<file path="src/rtl/mem_arbiter_pkg.sv">
// Shared types and default sizes for the fetch/data memory arbiter.
package mem_arbiter_pkg;

   localparam int DEF_ADDR_W       = 8;
   localparam int DEF_DATA_W       = 8;
   localparam int DEF_STARVE_LIMIT = 4;

   // Which port the read data on mem_rdata belongs to in the current cycle
   typedef enum logic [1:0] {
      OWN_NONE = 2'd0,
      OWN_IF   = 2'd1,
      OWN_D    = 2'd2
   } owner_e;

endpackage

</file>
<file path="src/rtl/mem_arbiter_if.sv">
// Bus bundle between the fetch port, the data port, the single-port memory
// and the arbiter. The arbiter uses the slave view; requesters and the
// memory model sit on the master view.
interface mem_arbiter_if #(
   parameter int ADDR_W = mem_arbiter_pkg::DEF_ADDR_W,
   parameter int DATA_W = mem_arbiter_pkg::DEF_DATA_W
);
   // fetch port
   logic              if_req;
   logic [ADDR_W-1:0] if_addr;
   logic              if_gnt;
   logic              if_valid;
   logic [DATA_W-1:0] if_rdata;
   logic              stall_if;

   // data port
   logic              d_req;
   logic              d_we;
   logic [ADDR_W-1:0] d_addr;
   logic [DATA_W-1:0] d_wdata;
   logic              d_gnt;
   logic              d_valid;
   logic [DATA_W-1:0] d_rdata;

   // memory side
   logic              mem_en;
   logic              mem_we;
   logic [ADDR_W-1:0] mem_addr;
   logic [DATA_W-1:0] mem_wdata;
   logic [DATA_W-1:0] mem_rdata;

   modport slave (
      input  if_req, if_addr, d_req, d_we, d_addr, d_wdata, mem_rdata,
      output if_gnt, if_valid, if_rdata, stall_if,
      output d_gnt, d_valid, d_rdata,
      output mem_en, mem_we, mem_addr, mem_wdata
   );

   modport master (
      output if_req, if_addr, d_req, d_we, d_addr, d_wdata, mem_rdata,
      input  if_gnt, if_valid, if_rdata, stall_if,
      input  d_gnt, d_valid, d_rdata,
      input  mem_en, mem_we, mem_addr, mem_wdata
   );

endinterface

</file>
<file path="src/rtl/mem_arb_starve_cnt.sv">
// Fetch starvation guard: counts consecutive data grants made while fetch is
// waiting, saturating at STARVE_LIMIT. Used only when MEM_ARB_STARVE_GUARD_EN
// is defined. 'starve' tells the arbiter to hand the next slot to fetch.
module mem_arb_starve_cnt import mem_arbiter_pkg::*; #(
   parameter int STARVE_LIMIT = DEF_STARVE_LIMIT
) (
   input  logic clk,
   input  logic reset,
   input  logic if_req,
   input  logic if_gnt,
   input  logic d_gnt,
   output logic starve
);

   localparam int               CNT_W   = $clog2(STARVE_LIMIT + 1);
   localparam logic [CNT_W-1:0] LIMIT_C = CNT_W'(STARVE_LIMIT);

   logic [CNT_W-1:0] cnt_reg;
   logic [CNT_W-1:0] cnt_next;

   // Clear when fetch stops waiting or gets served; otherwise count data wins
   always_comb begin
      cnt_next = cnt_reg;
      if (!if_req || if_gnt) begin
         cnt_next = '0;
      end else if (d_gnt && (cnt_reg != LIMIT_C)) begin
         cnt_next = cnt_reg + CNT_W'(1);
      end
   end

   // Counter register
   always_ff @(posedge clk or posedge reset) begin
      if (reset) begin
         cnt_reg <= '0;
      end else begin
         cnt_reg <= cnt_next;
      end
   end

   assign starve = if_req && (cnt_reg == LIMIT_C);

endmodule

</file>
<file path="src/rtl/mem_arbiter.sv">
// Two-port (fetch / data) arbiter in front of a single-port synchronous memory.
// Data requests normally win because they belong to the older instruction.
// Read data returns one cycle after the grant; a response-owner register
// steers it to the correct port. Optional macro MEM_ARB_STARVE_GUARD_EN adds
// a counter that forces a fetch grant after STARVE_LIMIT consecutive data
// grants while fetch waits.
module mem_arbiter import mem_arbiter_pkg::*; #(
   parameter int ADDR_W       = DEF_ADDR_W,
   parameter int DATA_W       = DEF_DATA_W,
   parameter int STARVE_LIMIT = DEF_STARVE_LIMIT
) (
   input  logic         clk,
   input  logic         reset,
   mem_arbiter_if.slave bus
);

   owner_e            owner_reg;
   owner_e            owner_next;
   logic              if_gnt;
   logic              d_gnt;
   logic              fetch_first;
   logic              mem_en;
   logic              mem_we;
   logic [ADDR_W-1:0] mem_addr;
   logic [DATA_W-1:0] mem_wdata;
   logic [DATA_W-1:0] if_rdata_reg;
   logic [DATA_W-1:0] d_rdata_reg;

`ifdef MEM_ARB_STARVE_GUARD_EN
   mem_arb_starve_cnt #(
      .STARVE_LIMIT (STARVE_LIMIT)
   ) u_starve_cnt (
      .clk    (clk),
      .reset  (reset),
      .if_req (bus.if_req),
      .if_gnt (if_gnt),
      .d_gnt  (d_gnt),
      .starve (fetch_first)
   );
`else
   // Strict data priority: fetch can wait indefinitely behind data traffic
   assign fetch_first = 1'b0;
`endif

   // Arbitration, memory request mux and next response owner
   always_comb begin
      if_gnt     = 1'b0;
      d_gnt      = 1'b0;
      mem_en     = 1'b0;
      mem_we     = 1'b0;
      mem_addr   = bus.d_addr;
      mem_wdata  = bus.d_wdata;
      owner_next = OWN_NONE;
      if (!reset) begin
         if (bus.d_req && !fetch_first) begin
            d_gnt      = 1'b1;
            mem_en     = 1'b1;
            mem_we     = bus.d_we;
            owner_next = bus.d_we ? OWN_NONE : OWN_D;
         end else if (bus.if_req) begin
            if_gnt     = 1'b1;
            mem_en     = 1'b1;
            mem_addr   = bus.if_addr;
            owner_next = OWN_IF;
         end
      end
   end

   // Response owner: remembers whose read is returning next cycle
   always_ff @(posedge clk or posedge reset) begin
      if (reset) begin
         owner_reg <= OWN_NONE;
      end else begin
         owner_reg <= owner_next;
      end
   end

   // Capture returned data so each port's rdata holds while valid is low
   always_ff @(posedge clk or posedge reset) begin
      if (reset) begin
         if_rdata_reg <= '0;
         d_rdata_reg  <= '0;
      end else begin
         if (owner_reg == OWN_IF) begin
            if_rdata_reg <= bus.mem_rdata;
         end
         if (owner_reg == OWN_D) begin
            d_rdata_reg <= bus.mem_rdata;
         end
      end
   end

   assign bus.if_gnt    = if_gnt;
   assign bus.d_gnt     = d_gnt;
   assign bus.stall_if  = bus.if_req && !if_gnt;
   assign bus.mem_en    = mem_en;
   assign bus.mem_we    = mem_we;
   assign bus.mem_addr  = mem_addr;
   assign bus.mem_wdata = mem_wdata;

   // Data is visible in the response cycle itself, then held from the register
   assign bus.if_valid  = (owner_reg == OWN_IF);
   assign bus.d_valid   = (owner_reg == OWN_D);
   assign bus.if_rdata  = (owner_reg == OWN_IF) ? bus.mem_rdata : if_rdata_reg;
   assign bus.d_rdata   = (owner_reg == OWN_D)  ? bus.mem_rdata : d_rdata_reg;

endmodule
</file>
<file path="src/flat_wrapper.sv">
// flat-port wrapper written by rule: the top's interface ports become plain ports
module mem_arbiter_flat import mem_arbiter_pkg::*;
#(
   parameter int ADDR_W       = DEF_ADDR_W,
   parameter int DATA_W       = DEF_DATA_W,
   parameter int STARVE_LIMIT = DEF_STARVE_LIMIT
)
  (clk, reset, bus_if_req, bus_if_addr, bus_d_req, bus_d_we, bus_d_addr, bus_d_wdata, bus_mem_rdata, bus_if_gnt, bus_if_valid, bus_if_rdata, bus_stall_if, bus_d_gnt, bus_d_valid, bus_d_rdata, bus_mem_en, bus_mem_we, bus_mem_addr, bus_mem_wdata);
  mem_arbiter_if #(.ADDR_W(ADDR_W), .DATA_W(DATA_W)) bus_i ();
  input  logic clk;
  input  logic reset;
  input wire logic [$bits(bus_i.if_req)-1:0] bus_if_req;
  input wire logic [$bits(bus_i.if_addr)-1:0] bus_if_addr;
  input wire logic [$bits(bus_i.d_req)-1:0] bus_d_req;
  input wire logic [$bits(bus_i.d_we)-1:0] bus_d_we;
  input wire logic [$bits(bus_i.d_addr)-1:0] bus_d_addr;
  input wire logic [$bits(bus_i.d_wdata)-1:0] bus_d_wdata;
  input wire logic [$bits(bus_i.mem_rdata)-1:0] bus_mem_rdata;
  output wire logic [$bits(bus_i.if_gnt)-1:0] bus_if_gnt;
  output wire logic [$bits(bus_i.if_valid)-1:0] bus_if_valid;
  output wire logic [$bits(bus_i.if_rdata)-1:0] bus_if_rdata;
  output wire logic [$bits(bus_i.stall_if)-1:0] bus_stall_if;
  output wire logic [$bits(bus_i.d_gnt)-1:0] bus_d_gnt;
  output wire logic [$bits(bus_i.d_valid)-1:0] bus_d_valid;
  output wire logic [$bits(bus_i.d_rdata)-1:0] bus_d_rdata;
  output wire logic [$bits(bus_i.mem_en)-1:0] bus_mem_en;
  output wire logic [$bits(bus_i.mem_we)-1:0] bus_mem_we;
  output wire logic [$bits(bus_i.mem_addr)-1:0] bus_mem_addr;
  output wire logic [$bits(bus_i.mem_wdata)-1:0] bus_mem_wdata;
  assign bus_i.if_req = bus_if_req;
  assign bus_i.if_addr = bus_if_addr;
  assign bus_i.d_req = bus_d_req;
  assign bus_i.d_we = bus_d_we;
  assign bus_i.d_addr = bus_d_addr;
  assign bus_i.d_wdata = bus_d_wdata;
  assign bus_i.mem_rdata = bus_mem_rdata;
  assign bus_if_gnt = bus_i.if_gnt;
  assign bus_if_valid = bus_i.if_valid;
  assign bus_if_rdata = bus_i.if_rdata;
  assign bus_stall_if = bus_i.stall_if;
  assign bus_d_gnt = bus_i.d_gnt;
  assign bus_d_valid = bus_i.d_valid;
  assign bus_d_rdata = bus_i.d_rdata;
  assign bus_mem_en = bus_i.mem_en;
  assign bus_mem_we = bus_i.mem_we;
  assign bus_mem_addr = bus_i.mem_addr;
  assign bus_mem_wdata = bus_i.mem_wdata;
  mem_arbiter #(.ADDR_W(ADDR_W), .DATA_W(DATA_W), .STARVE_LIMIT(STARVE_LIMIT)) u_core (.clk(clk), .reset(reset), .bus(bus_i));
endmodule
</file>
<file path="config.mk">
export PLATFORM = sky130hd
export DESIGN_NAME = mem_arbiter_flat
export DESIGN_NICKNAME = d
export VERILOG_FILES = /design/src/rtl/mem_arbiter_pkg.sv /design/src/rtl/mem_arbiter_if.sv /design/src/rtl/mem_arb_starve_cnt.sv /design/src/rtl/mem_arbiter.sv /design/src/flat_wrapper.sv
export SDC_FILE = /design/constraint.sdc
export NUM_CORES = 1
export LEC_CHECK = 0
export ABC_AREA = 1
export BUFFER_PORTS_ARGS = -buffer_cell sky130_fd_sc_hd__buf_2
export CORE_UTILIZATION = 35
export CTS_CLUSTER_SIZE = 10
export DETAILED_ROUTE_END_ITERATION = 7
export GPL_TIMING_DRIVEN = 0
export PLACE_DENSITY = 0.79
export SYNTH_ARGS = -nofsm -noshare
export SYNTH_HDL_FRONTEND = slang
export SYNTH_SLANG_ARGS = --single-unit
</file>
<file path="constraint.sdc">
create_clock -name clk -period 0.85 [get_ports clk]
set_clock_uncertainty 0.05 [all_clocks]
set_input_delay 0.085 -clock clk [delete_from_list [all_inputs] [get_ports clk]]
set_output_delay 0.085 -clock clk [all_outputs]
set_load 0.01 [all_outputs]
</file>
# Word level (Yosys, flattened, before mapping)
# Cells that the tools add are included.
# classes
eq_ne,2
muxes,18
n_reduce_logical,2
# op_table
cell,count
8-bit 2-to-1 mux,5
1-bit 2-to-1 mux,10
2-bit 2-to-1 mux,3
2-bit by 1-bit equality test with 1-bit output (second input constant),1
2-bit equality test (second input constant),1
1-bit logical AND,1
1-bit zero test,1
# totals
reg_bits,18
inputBits,37

# Logic depth before layout (Yosys ltp)
# logic_depth
depth_word,5
depth_mapped,5
depth_no_buf,4

# Worst setup path before layout
# No wires, ideal clock.
# synth_timing
path_kind,reg-to-reg
start,reg u_core.owner_reg[1]
end,reg u_core.if_rdata_reg[0]
arrival_time_ns,0.905
required_time_ns,0.683
setup_slack_ns,-0.222
stages_incl_launch_ff,5
n_path_buf,1
period_less_slack_ns,1.072
cell_sequence,dfrtp_1 inv_2 nand2_4 buf_12 o21ai_1
# synth_between
elab_chain_cells,2
# synth_rtl
element,line,source
"start, declared",mem_arbiter.sv:17,owner_e owner_reg;
"start signal, assigned",mem_arbiter.sv:74,owner_reg <= owner_next;
2-bit by 1-bit equality test with 1-bit output,-,
8-bit 2-to-1 mux,-,
named net bus_if_rdata[0],flat_wrapper.sv:21,output wire logic [$bits(bus_i.if_rdata)-1:0] bus_if_rdata;
"end signal, assigned",mem_arbiter.sv:85,if_rdata_reg <= bus.mem_rdata;
"end, declared",mem_arbiter.sv:26,logic [DATA_W-1:0] if_rdata_reg;
# The timed path passes the listed nets, and every way through them passes these cells.

# Final worst setup path
# layout_timing
start,reg u_core.owner_reg[0]
end,out bus_d_rdata[0]
# layout_between
elab_chain_cells,2
# layout_rtl
element,line,source
2-bit equality test,mem_arbiter.sv:105,assign bus.d_rdata = (owner_reg == OWN_D) ? bus.mem_rdata : d_rdata_reg;
8-bit 2-to-1 mux,mem_arbiter.sv:105,
"end, declared",flat_wrapper.sv:25,output wire logic [$bits(bus_i.d_rdata)-1:0] bus_d_rdata;
# Every way passes these cells.

==> summary.txt <==
Detailed routing
  • DRC errors left: 0
  • Post-DRT Antenna Nets: 0
  • DR pass1 iterations: 4
  • Routed vias: between 1000 and 1500
  • Initial DRC count: 28
  • WL/cell: 17.5 µm
  • Drt via density: 4.99
  • Post-Route WL: between 4000 and 5000 µm

Placed design
  • Placed wire-length estimate: 2070 µm
  • PortBufs: 66
  • Final weighted congestion in routability-driven placement: ~0.7
  • Area after DPL: 1430 µm²

Layout
  • Ant. Diodes: 0
  • Area growth from synthesis to layout: 112%
  • Share of layout cells above drive strength 1: between 70 and 80%
  • Post-route cell area: between 2000 and 2500 µm²
  • Final #Nets: approximately 240
  • Fillers: 150

Critical path
  • CP max FO: 5
  • CP Capture Type: output pin
  • Data required time of the critical path: 0.71 ns
  • Crit start category: flip-flop
  • Arrival time at the worst endpoint: 1.43 ns
  • CP Class: flip-flop to output pin

Clock tree
  • Clock Sinks: 18
  • H-tree lvl count: 1
  • CTS Buf Count: 3
  • Longest Clk Path Bufs: 2
  • Skew-Pair Late Insertion Delay: about 0.30 ns
  • CTS tree: yes
  • CTS clk-pin slew, worst paths: approximately 0.11 ns
  • Hold_buf cts: 3
  • CTS root buf: clkbuf_4

Logic synthesis
  • Compound-Gate Fraction of Synth Area: around an eighth
  • Syn avg cell area: a little under 9 µm²
  • Synthesis-stage register bit count: 18
  • Cell taking the most area after synthesis: dfrtp_1
  • Largest cells by area after synthesis: dfrtp_1 (46%), nand2_1 (12%), o21ai_2 (8.1%), buf_4 (7.7%), inv_1 (5.4%)
  • Syn nets: between 100 and 150
  • Cell count after synthesis: between 100 and 150
  • Syn. warnings: 0
  • Post-synthesis sequential area ratio: roughly 46%
  • Main combinational cell family by area after synthesis: simple AND/OR/NAND/NOR gates
  • Multiplexer share of the synthesized area: 0%
  • Post-synth top area share: approximately 46%
  • Post-Synth XOR/XNOR Area: 0%
  • Synth Cell Area: 975 µm²
  • Simple-gate share of the synthesized area: 23.2%
  • Synth unique cells: 14
  • Adder-cell share of the synthesized area: 0%

Die
  • Initial Util: between 30% and 40%
  • Die height: ~55 µm
  • Core area: 2540 µm²
  • Die footprint: 3000 µm²
  • Ports: 76
  • # rows: 18
  • Horiz. Die Dim: ~55 µm

Hold path
  • Hold/Removal Path Class: input port to flip-flop

Global route
  • All-Layer GR Usage: 23.5%
  • First-pass GRT wire length: between 4000 and 5000 µm
  • Initial antenna violation count: 0
  • Number of global-route vias before repair: approximately 1000
  • GR Overflow Total: 0
  • Largest net degree at the start of global routing: 14

Outcome
  • Status: complete, but fails checks
  • Failing checks: hold timing, setup timing

STA
  • Final hold viol count: 1
  • Final min period: 1.56 ns
  • Final WS setup: -0.712 ns
  • Final setup vio count: 34
  • Period utilization: 184%
  • RSZ-0062 raised after global routing: yes
  • Tightest Pin Transition: a little over 0.2 ns
  • Max Slew Vio Count: 0
  • Max-Slew Margin vs Limit: 86.4%
  • Worst hold slack: -0.0131 ns
  • FMAX: 640 MHz

Power and ir drop
  • P_leak: roughly 1.1 nW
  • Worst VDD drop: 1570 µV
  • Pwr dens: around 1500 nW/µm²

Run
  • Max-Cap Viols: 0
==> cell usage after synthesis <==
library cell and instances:
buf_12 2, buf_4 10, dfrtp_1 18, inv_1 14, inv_2 3, nand2_1 32
nand2_2 2, nand2_4 2, nand3_2 1, nand4_1 8, nor2_1 3, o21ai_0 1
o21ai_1 7, o21ai_2 9
==> critical path, cell delays in order, from the launching register on <==
cell and delay (ns):
dfrtp_1 0.46, inv_2 0.13, nand2_8 0.08, buf_16 0.16
o21ai_4 0.16, buf_6 0.13
==> metal layers <==
metal  global-route usage [%]  up-vias  share of wire (%)
met3                     6.67        8                5.7
met1                     26.8      558                 37
met4                     7.69        0                2.4
met5                        0        -                  0
li1                         -      522                  -
met2                     41.6       59                 55
==> layout by cell type, fill, tap and decap left out, drive strengths merged <==
cell and instances:
bufbuf 1, nor2 3, nand2 36, clkinv 2, nand3 2, dlygate4sd3 3, nand4 8, clkbuf 5
dfrtp 18, inv 16, o21ai 17, buf 89
==> path summary, 6_finish.rpt <==
kind / to / cells past startpoint / slack [ns] / startpoint
max in group asynchronous: u_core.d_rdata_reg[0]$_DFF_PP0_ / 4 / 0.16 / reset
min reg2reg: u_core.d_rdata_reg[0]$_DFF_PP0_ / 2 / 0.47 / u_core.d_rdata_reg[0]$_DFF_PP0_
min in group asynchronous: u_core.if_rdata_reg[7]$_DFF_PP0_ / 5 / 0.41 / reset
max reg2reg: u_core.if_rdata_reg[2]$_DFF_PP0_ / 6 / -0.34 / u_core.owner_reg[1]$_DFF_PP0_
max: bus_d_rdata[0] / 5 / -0.71 / u_core.owner_reg[0]$_DFF_PP0_
min: u_core.owner_reg[1]$_DFF_PP0_ / 3 / -0.01 / bus_d_req
==> cell families after synthesis <==
logic type,after synthesis
buf+inv,29
simple gates,48
flops,18
compound gates,17
==> stage by stage <==
step                instances  setup TNS, ns  setup slack (ns)  power [mW]  util (%)
floorplan                 112          -4.44            -0.144        1.62         -
global placement          208          -9.29            -0.290        1.91      56.3
detailed placement        208         -10.27            -0.328        1.95      56.3
CTS                       227         -13.73            -0.617        2.79      72.6
global route              230         -16.46            -0.731        3.30      81.3
finish                    230         -15.81            -0.712        3.13      81.3
==> timing repair <==
item	CTS	global route
setup buffers	9	2
endpoints found under the setup margin	46	46
gates resized for setup	49	40
hold endpoints to repair	19	1
pin swaps	3	6
gates cloned	3	3
==> report_power, final <==
part | internal, mW | switching [mW] | total, mW
clock | 0.262 | 0.281 | 0.543
combinational | 0.790 | 0.675 | 1.46
sequential | 1.00 | 0.124 | 1.13
==> area by class of cell <==
type	count	area (µm²)	area share [%]
clock buffer	4	36.3	1.75
multi-input combinational	66	639	30.9
tap	30	37.5	1.81
buffer	12	128	6.17
sequential	18	450	21.8
timing repair buffer	82	693	33.5
inverter	17	78.8	3.81
timing repair inverter	1	5.00	0.242
Note: power is estimated with default switching activity, not from simulation.
